[src/rtl/axi_lite_rr_arbiter.sv]
// Round-robin arbiter that shares one AXI-Lite downstream port among NUM requesters.
// Write and read channels are independent instances of the same channel arbiter.

package axi_lite_rr_arbiter_pkg;
    typedef enum logic [1:0] {
        ST_IDLE = 2'd0,
        ST_ADDR = 2'd1,
        ST_RESP = 2'd2,
        ST_HOLD = 2'd3
    } arb_state_e;
endpackage

// Per-channel arbiter.
// Handshake contract: a_hs is the downstream address valid&&ready pulse and
// d_hs is the downstream response valid&&ready pulse. Each is honoured only
// in the one state that waits for it: a_hs in ADDR and d_hs in RESP.
module axi_lite_rr_chan
    import axi_lite_rr_arbiter_pkg::*;
#(
    parameter int NUM     = 4,
    parameter int NSIZE   = 2,
    parameter int TIMEOUT = 1023
) (
    input  logic             clock,
    input  logic             rst_n,
    input  logic [NUM-1:0]   req,
    input  logic [NUM-1:0]   lock,
    input  logic             a_hs,
    input  logic             d_hs,
    output logic [NUM-1:0]   grant,
    output logic [NSIZE-1:0] addr,
    output logic             timeout,
    output arb_state_e       state
);
    localparam int CW = (TIMEOUT > 1) ? $clog2(TIMEOUT) : 1;
    localparam logic [CW-1:0]    CNT_LAST = CW'((TIMEOUT > 0) ? TIMEOUT - 1 : 0);
    localparam logic [NSIZE-1:0] LAST_IDX = NSIZE'(NUM - 1);

    arb_state_e       state_q, state_d;
    logic [NUM-1:0]   grant_q, grant_d;
    logic [NSIZE-1:0] addr_q, addr_d;
    logic [NSIZE-1:0] ptr_q, ptr_d;
    logic [CW-1:0]    cnt_q, cnt_d;
    logic             timeout_q, timeout_d;

    logic             found;
    logic [NSIZE-1:0] win;
    logic [NSIZE-1:0] cand;
    logic [NSIZE-1:0] next_ptr;
    int               idx;

    // First requester at or above the pointer, wrapping past NUM-1 to 0.
    always_comb begin
        found = 1'b0;
        win   = '0;
        idx   = 0;
        cand  = '0;
        for (int i = 0; i < NUM; i++) begin
            idx = int'(ptr_q) + i;
            if (idx >= NUM) idx = idx - NUM;
            cand = NSIZE'(idx);
            if (!found && req[cand]) begin
                found = 1'b1;
                win   = cand;
            end
        end
    end

    assign next_ptr = (addr_q == LAST_IDX) ? '0 : addr_q + NSIZE'(1);

    always_comb begin
        state_d   = state_q;
        grant_d   = grant_q;
        addr_d    = addr_q;
        ptr_d     = ptr_q;
        cnt_d     = cnt_q;
        timeout_d = 1'b0;
        case (state_q)
            ST_IDLE: begin
                if (found) begin
                    state_d      = ST_ADDR;
                    grant_d      = '0;
                    grant_d[win] = 1'b1;
                    addr_d       = win;
                end
            end
            ST_ADDR: begin
                if (a_hs) begin
                    state_d = ST_RESP;
                    cnt_d   = '0;
                end
            end
            ST_RESP: begin
                if (d_hs) begin
                    if (lock[addr_q]) begin
                        state_d = ST_HOLD;
                    end else begin
                        state_d = ST_IDLE;
                        grant_d = '0;
                        ptr_d   = next_ptr;
                    end
                end else if (TIMEOUT != 0 && cnt_q == CNT_LAST) begin
                    // Abandon the transaction; any lock is dropped with it.
                    state_d   = ST_IDLE;
                    grant_d   = '0;
                    ptr_d     = next_ptr;
                    timeout_d = 1'b1;
                end else if (TIMEOUT != 0) begin
                    cnt_d = cnt_q + CW'(1);
                end
            end
            ST_HOLD: begin
                if (req[addr_q]) begin
                    state_d = ST_ADDR;
                end else if (!lock[addr_q]) begin
                    state_d = ST_IDLE;
                    grant_d = '0;
                    ptr_d   = next_ptr;
                end
            end
            default: begin
                state_d = ST_IDLE;
                grant_d = '0;
            end
        endcase
    end

    always_ff @(posedge clock or negedge rst_n) begin
        if (!rst_n) begin
            state_q   <= ST_IDLE;
            grant_q   <= '0;
            addr_q    <= '0;
            ptr_q     <= '0;
            cnt_q     <= '0;
            timeout_q <= 1'b0;
        end else begin
            state_q   <= state_d;
            grant_q   <= grant_d;
            addr_q    <= addr_d;
            ptr_q     <= ptr_d;
            cnt_q     <= cnt_d;
            timeout_q <= timeout_d;
        end
    end

    assign grant   = grant_q;
    assign addr    = addr_q;
    assign timeout = timeout_q;
    assign state   = state_q;
endmodule

module axi_lite_rr_arbiter
    import axi_lite_rr_arbiter_pkg::*;
#(
    parameter int  NUM     = 4,
    parameter int  TIMEOUT = 1023,
    localparam int NSIZE   = (NUM <= 2) ? 1 : (NUM <= 4) ? 2 : (NUM <= 8) ? 3 : 4
) (
    input  logic             clock,
    input  logic             rst_n,
    input  logic [NUM-1:0]   aw_req,
    input  logic [NUM-1:0]   aw_lock,
    input  logic             aw_hs,
    input  logic             b_hs,
    input  logic [NUM-1:0]   ar_req,
    input  logic [NUM-1:0]   ar_lock,
    input  logic             ar_hs,
    input  logic             r_hs,
    output logic [NUM-1:0]   wgrant,
    output logic [NSIZE-1:0] waddr,
    output logic             wbusy,
    output logic             wtimeout,
    output logic [NUM-1:0]   rgrant,
    output logic [NSIZE-1:0] raddr,
    output logic             rbusy,
    output logic             rtimeout
);
    arb_state_e w_state;
    arb_state_e r_state;

    axi_lite_rr_chan #(.NUM(NUM), .NSIZE(NSIZE), .TIMEOUT(TIMEOUT)) u_wr (
        .clock   (clock),
        .rst_n   (rst_n),
        .req     (aw_req),
        .lock    (aw_lock),
        .a_hs    (aw_hs),
        .d_hs    (b_hs),
        .grant   (wgrant),
        .addr    (waddr),
        .timeout (wtimeout),
        .state   (w_state)
    );

    axi_lite_rr_chan #(.NUM(NUM), .NSIZE(NSIZE), .TIMEOUT(TIMEOUT)) u_rd (
        .clock   (clock),
        .rst_n   (rst_n),
        .req     (ar_req),
        .lock    (ar_lock),
        .a_hs    (ar_hs),
        .d_hs    (r_hs),
        .grant   (rgrant),
        .addr    (raddr),
        .timeout (rtimeout),
        .state   (r_state)
    );

    // Busy is decoded from the state register, so it stays a registered output.
    assign wbusy = (w_state != ST_IDLE);
    assign rbusy = (r_state != ST_IDLE);
endmodule

[config.mk]
export PLATFORM = sky130hd
export DESIGN_NAME = axi_lite_rr_arbiter
export DESIGN_NICKNAME = d
export VERILOG_FILES = /design/src/rtl/axi_lite_rr_arbiter.sv
export SDC_FILE = /design/constraint.sdc
export NUM_CORES = 1
export LEC_CHECK = 0
export ABC_AREA = 1
export ABC_CLOCK_PERIOD_IN_PS = 3100
export BUFFER_PORTS_ARGS = -buffer_cell sky130_fd_sc_hd__buf_4
export CORE_UTILIZATION = 60
export CTS_CLUSTER_DIAMETER = 200
export DETAILED_ROUTE_END_ITERATION = 8
export PLACE_DENSITY = 0.83
export SLEW_MARGIN = 20
export SYNTH_ARGS = -nofsm -noshare
export SYNTH_HDL_FRONTEND = slang
export SYNTH_SLANG_ARGS = --single-unit
[constraint.sdc]
create_clock -name clock -period 3.1 [get_ports clock]
set_input_delay 0.31 -clock clock [delete_from_list [all_inputs] [get_ports clock]]
set_output_delay 0.31 -clock clock [all_outputs]
set_load 0.05 [all_outputs]
# Yosys cells after proc, flatten, opt, wreduce, memory -nomap -nowiden
# Index checks and enable logic that the tools add are counted.
# totals
output_inout_bits	16
reg_bits	42
elab_cells	216
in_bits	22
# classes
muxes	106
add_sub_neg	18
reduce_logical	34
magnitude_cmp	22
n_eq_ne	24
# op_table
op	n
2-to-1 mux 2 bit	40
2-to-1 mux 10 bit	6
2-to-1 mux 4 bit	10
case mux 10 bit (2 select lines)	2
< comparator 2 x 3 -> 1 bit (second input constant)	12
2-to-1 mux 1 bit	28
binary-select mux 1 bit (select 2 bit)	12
case mux 4 bit (3 select lines)	2
AND reduction 4 bit	6
adder 10 x 1 -> 10 bit (second input constant)	2
equality test 10 bit (second input constant)	2
greater-or-equal comparator 3 bit (second input constant)	6
!= test 2 bit (second input constant)	8
case mux 2 bit (4 select lines)	2
subtractor 2 x 1 -> 2 bit (second input constant)	8
adder 2 x 2 -> 3 bit (second input constant)	4
equality test 2 bit (second input constant)	6
nonzero test 2 bit	6
logical AND 1 bit	8
case mux 2 bit (2 select lines)	2
adder 2 x 1 -> 3 bit (second input constant)	2
greater-or-equal comparator 2 x 3 -> 1 bit (second input constant)	2
zero test 1 bit	6
!= test 3 x 2 -> 1 bit (second input constant)	2
10 further kinds	20

# Longest topological paths before layout
# logic_depth
ltp_word	20
ltp_mapped	13
ltp_nobuf	13

# Modules after synthesis
# From an unflattened synthesis, not the netlist that was laid out.
# hier_totals
hier_cells	489
hier_area_um2	3245.6
# by_module_without_submodules
module	seq_area_each_um2	n_inst	area_each_um2	cells_each
axi_lite_rr_chan (u_wr)	525.5	1	1619.1	237
axi_lite_rr_chan (u_rd)	525.5	1	1604.0	246
axi_lite_rr_arbiter	0.0	1	22.5	6

# Least setup slack after synthesis
# No wires, ideal clock.
# synth_path
path_kind	reg2reg
start	register u_rd.addr_q[0] (netlist: u_rd.addr[0])
end	register u_rd.grant_q[0] (netlist: u_rd.grant[0])
period_less_slack_ns	1.719
required_ns	3.022
n_path_buf	1
setup_ns	0.078
stages_incl_launch_ff	8
arrival_ns	1.641
path_slack_ns	1.381
path_cell_list	dfrtp_1 -> buf_2 -> o21ai_0 -> o21ai_1 -> o21ai_0 -> nor2_1 -> nor2_1 -> a21oi_1
# synth_via
elab_chain_len	5
# synth_lines
item	line_no	rtl
start: declaration	41	logic [NSIZE-1:0] addr_q, addr_d;
start signal: assignment	139	addr_q <= addr_d;
binary-select mux 1 bit (select 2 bit)	95, 115	
2-to-1 mux 1 bit (not written as such)	95, 115	
2-to-1 mux 4 bit	n/a	
2-to-1 mux 4 bit (on tied branches)	n/a	
case mux 4 bit (3 select lines)	n/a	
end signal: assignment	138	grant_q <= grant_d;
end: declaration	40	logic [NUM-1:0] grant_q, grant_d;
# Several ways; a longest one is shown, not always the timed one. The select of a mux whose other input is x is not followed.
# A chain may end at the register's enable or synchronous reset.

# Worst setup path in the final report
# layout_path
start	register u_rd.ptr_q[0]
end	register u_rd.grant_q[2] (netlist: u_rd.grant[2])
# layout_via
elab_chain_len	20
# layout_lines
item	line_no	rtl
start: declaration	42	logic [NSIZE-1:0] ptr_q, ptr_d;
start signal: assignment	140	ptr_q <= ptr_d;
parallel branches: the longest is 20 deep, another holds adder 2 x 1 -> 3 bit	n/a	
# Parallel ways; which one is timed is not known. The select of a mux whose other input is x is not followed.

==> run_results.csv <==
group,metric,value,unit
finish,num_antenna_cells,0,
grt,grt_max_degree,43,
setup_path,cp-end-kind,"flop",
grt,grt_overflow,0,
clock_network,clock_path_buffers,2,
place,placement.io_buffers,37,
setup_path,cp.required,3290,ps
logic_synthesis,ys_top_cells_by_area,"dfrtp_1, nand2_1, nor2_1",
logic_synthesis,netlist_area,0.00326,mm^2
power,power.density,1030,mW/mm^2
floorplan,fp.dieH,75.7,um
timing,hold_viol,31,
logic_synthesis,avgSynthCellArea,6.63,um^2
timing,drv_slew,0,
timing,fin_skew,10.6,ps
floorplan,core_area,0.00517,mm^2
timing,min_period,1890,ps
min_path,hold_class,"input port to async pin",
power,p_leak,0.00188,uW
logic_synthesis,syn-instance-count,492,
drt,avgViaCountPerCell,5.35,
clock_network,htree_levels,2,
power,ir_worst_vdd,0.680,mV
clock_network,cts_setup_buffers,0,
flow_run,maxCapViolations,0,
finish,area_delta_synth_final,12.6,%
floorplan,die-area,0.00574,mm^2
clock_network,cts.clk_slew.worst_paths,90,ps
floorplan,rows,26,
drt,antenna_left,0,
finish,multi_input_area,0.00191,mm^2
timing,setup_violations,0,
floorplan,io-pin-count,38,
setup_path,start_kind,"flop",
clock_network,clk_latency,300,ps
timing,timing.final.crit_share,0.609,
outcome,outcome,"finished with violations",
clock_network,clock-sinks,42,
logic_synthesis,synth_seq_cells,42,
logic_synthesis,synth_seq_area_share,0.322,
clock_network,cts_hold_buffers,0,
drt,first_iter_violations,238,
drt,first_pass_iters,5,
timing,tns,0,ps
grt,grt_pass1_wl,11600,um
finish,seq_area,0.00105,mm^2
finish,nFillCells,437,
logic_synthesis,syn-num-nets,520,
timing,rsz0062_at_grt,"false",
finish,fin_nets,558,
logic_synthesis,synth.distinct_cells,35,
timing,timing.hold.ws,-19.0,ps
timing,max_freq,530,MHz
grt,grt_usage,0.261,
drt,drc,0,
drt,routed_wl,7020,um
setup_path,arrival,2080,ps
setup_path,cp_max_fo,13,
clock_network,root_buffer,"clkbuf_8",
clock_network,cts_resized,0,
clock_network,tritoncts,"yes",
drt,vias,3215,
floorplan,initial_core_util,0.631,
place,gp_congestion,0.924,
logic_synthesis,yosysTopAreaCellShare,0.322,
clock_network,numCtsBuffers,5,
finish,drive_gt1_frac,0.202,
logic_synthesis,yosysWarnings,0,
drt,routedWlPerCell,11.7,um
timing,maxSlewHeadroom,0.650,
grt,antenna_found_initial,0,
logic_synthesis,yosys.area.top_type,"dfrtp_1",
grt,first_global_vias,2831,
outcome,violations,"negative hold slack",
place,place_hpwl,5490,um
timing,tightest_slew,525,ps
floorplan,die_w,75.7,um
setup_path,path_class,"flop to flop",
[worst paths after layout]
kind	cells after the start	slack, ps	end	start
max	13	1210	u_rd.grant[2]$_DFFE_PN0P_	u_rd.ptr_q[0]$_DFFE_PN0P_
min	1	-20	u_rd.timeout$_DFF_PN0_	rst_n
max reg2reg	13	1210	u_rd.grant[2]$_DFFE_PN0P_	u_rd.ptr_q[0]$_DFFE_PN0P_
min reg2reg	1	480	u_rd.cnt_q[3]$_DFFE_PN0P_	u_rd.cnt_q[3]$_DFFE_PN0P_
max in group asynchronous	1	2750	u_wr.timeout$_DFF_PN0_	rst_n
min in group clock	4	320	u_rd.timeout$_DFF_PN0_	r_hs
[layout make-up]
cell class / count / share of cell area
Multi-Input combinational cell: 375 / 0.519
Clock buffer: 5 / 0.0187
Tap cell: 70 / 0.0239
Clock inverter: 3 / 0.00579
Inverter: 69 / 0.0705
Sequential cell: 42 / 0.286
Timing Repair Buffer: 37 / 0.0756
[kinds of logic (layout without fill, tap and decap cells)]
kind of cell    Yosys count  after routing  share of synthesized area
compound gates           61             61                      0.106
fa+ha+maj                 6              6                     0.0230
flops                    42             42                      0.322
buf+inv                  75            114                     0.0932
xor+xnor                  5              5                     0.0134
simple gates            303            303                      0.442
[report_power, final]
group	switching (uW)	internal, uW	total [uW]
Sequential	250	720	971
Combinational	1660	785	2450
Clock	206	159	365
Total	2120	1660	3790
[cells in the mapped netlist]
| cell | count |
|---|---|
| a21boi_1 | 1 |
| a21boi_2 | 1 |
| a21oi_1 | 17 |
| a21oi_2 | 1 |
| a31o_1 | 1 |
| buf_2 | 3 |
| buf_4 | 1 |
| buf_6 | 2 |
| dfrtp_1 | 42 |
| ha_1 | 6 |
| inv_1 | 56 |
| inv_2 | 13 |
| nand2_1 | 137 |
| nand2_2 | 21 |
| nand2_4 | 7 |
| nand3_1 | 39 |
| nand3_2 | 2 |
| nand3_4 | 2 |
| nand3b_1 | 3 |
| nand4_1 | 10 |
| nand4_2 | 1 |
| nor2_1 | 61 |
| nor2_2 | 7 |
| nor2_4 | 3 |
| nor3_1 | 7 |
| nor3_2 | 1 |
| nor4_1 | 1 |
| nor4_2 | 1 |
| o21ai_0 | 21 |
| o21ai_1 | 10 |
| o21ai_2 | 2 |
| o22ai_1 | 1 |
| o31ai_1 | 6 |
| xnor2_1 | 1 |
| xor2_1 | 4 |
[flip-flops by register name (all words and copies together), names as in the netlist, 2 cells and up]
register	cells
u_wr.state	2
u_rd.addr	2
u_wr.grant	4
u_rd.grant	4
u_rd.ptr_q	2
u_wr.addr	2
u_rd.cnt_q	10
u_wr.ptr_q	2
u_rd.state	2
u_wr.cnt_q	10
[cell usage in the layout, fill, tap and decap left out, drive strengths merged, types with 3 or more instances in the layout]
cell      n
nand2   165
nor2     71
inv      69
nand3    43
dfrtp    42
buf      37
o21ai    33
a21oi    18
nand4    11
nor3      8
o31ai     6
ha        6
clkbuf    5
xor2      4
nand3b    3
[worst max-delay path, cell delays in order, from the launching register on]
cell     delay (ps)
dfrtp_1         610
inv_2           170
nand2_2         120
nand2_2          60
nand2_1          70
nand2_1          80
inv_2           100
nand3_4          80
nor2_4          110
nand2_2          90
nand2_4          90
inv_2            50
nor2_1           90
a21oi_1          50
[stage by stage]
step	area (um^2)	util	total power [uW]	instances	worst slack, ps
3_5_place_dp	3580	0.693	3410	593	1260
3_3_place_gp	3580	0.693	3360	593	1310
4_1_cts	3670	0.710	3790	601	1230
6_report	3670	0.710	3790	601	1210
2_1_floorplan	3260	-	2920	492	1380
5_1_grt	3670	0.710	4120	601	1000
[routing by layer]
layer  GRT usage  wire (um)
met4      0.0844         99
met1       0.331       3150
met3      0.0463        368
met5           0          0
met2       0.452       3400
No activity file was read; power rests on OpenSTA's default activity.
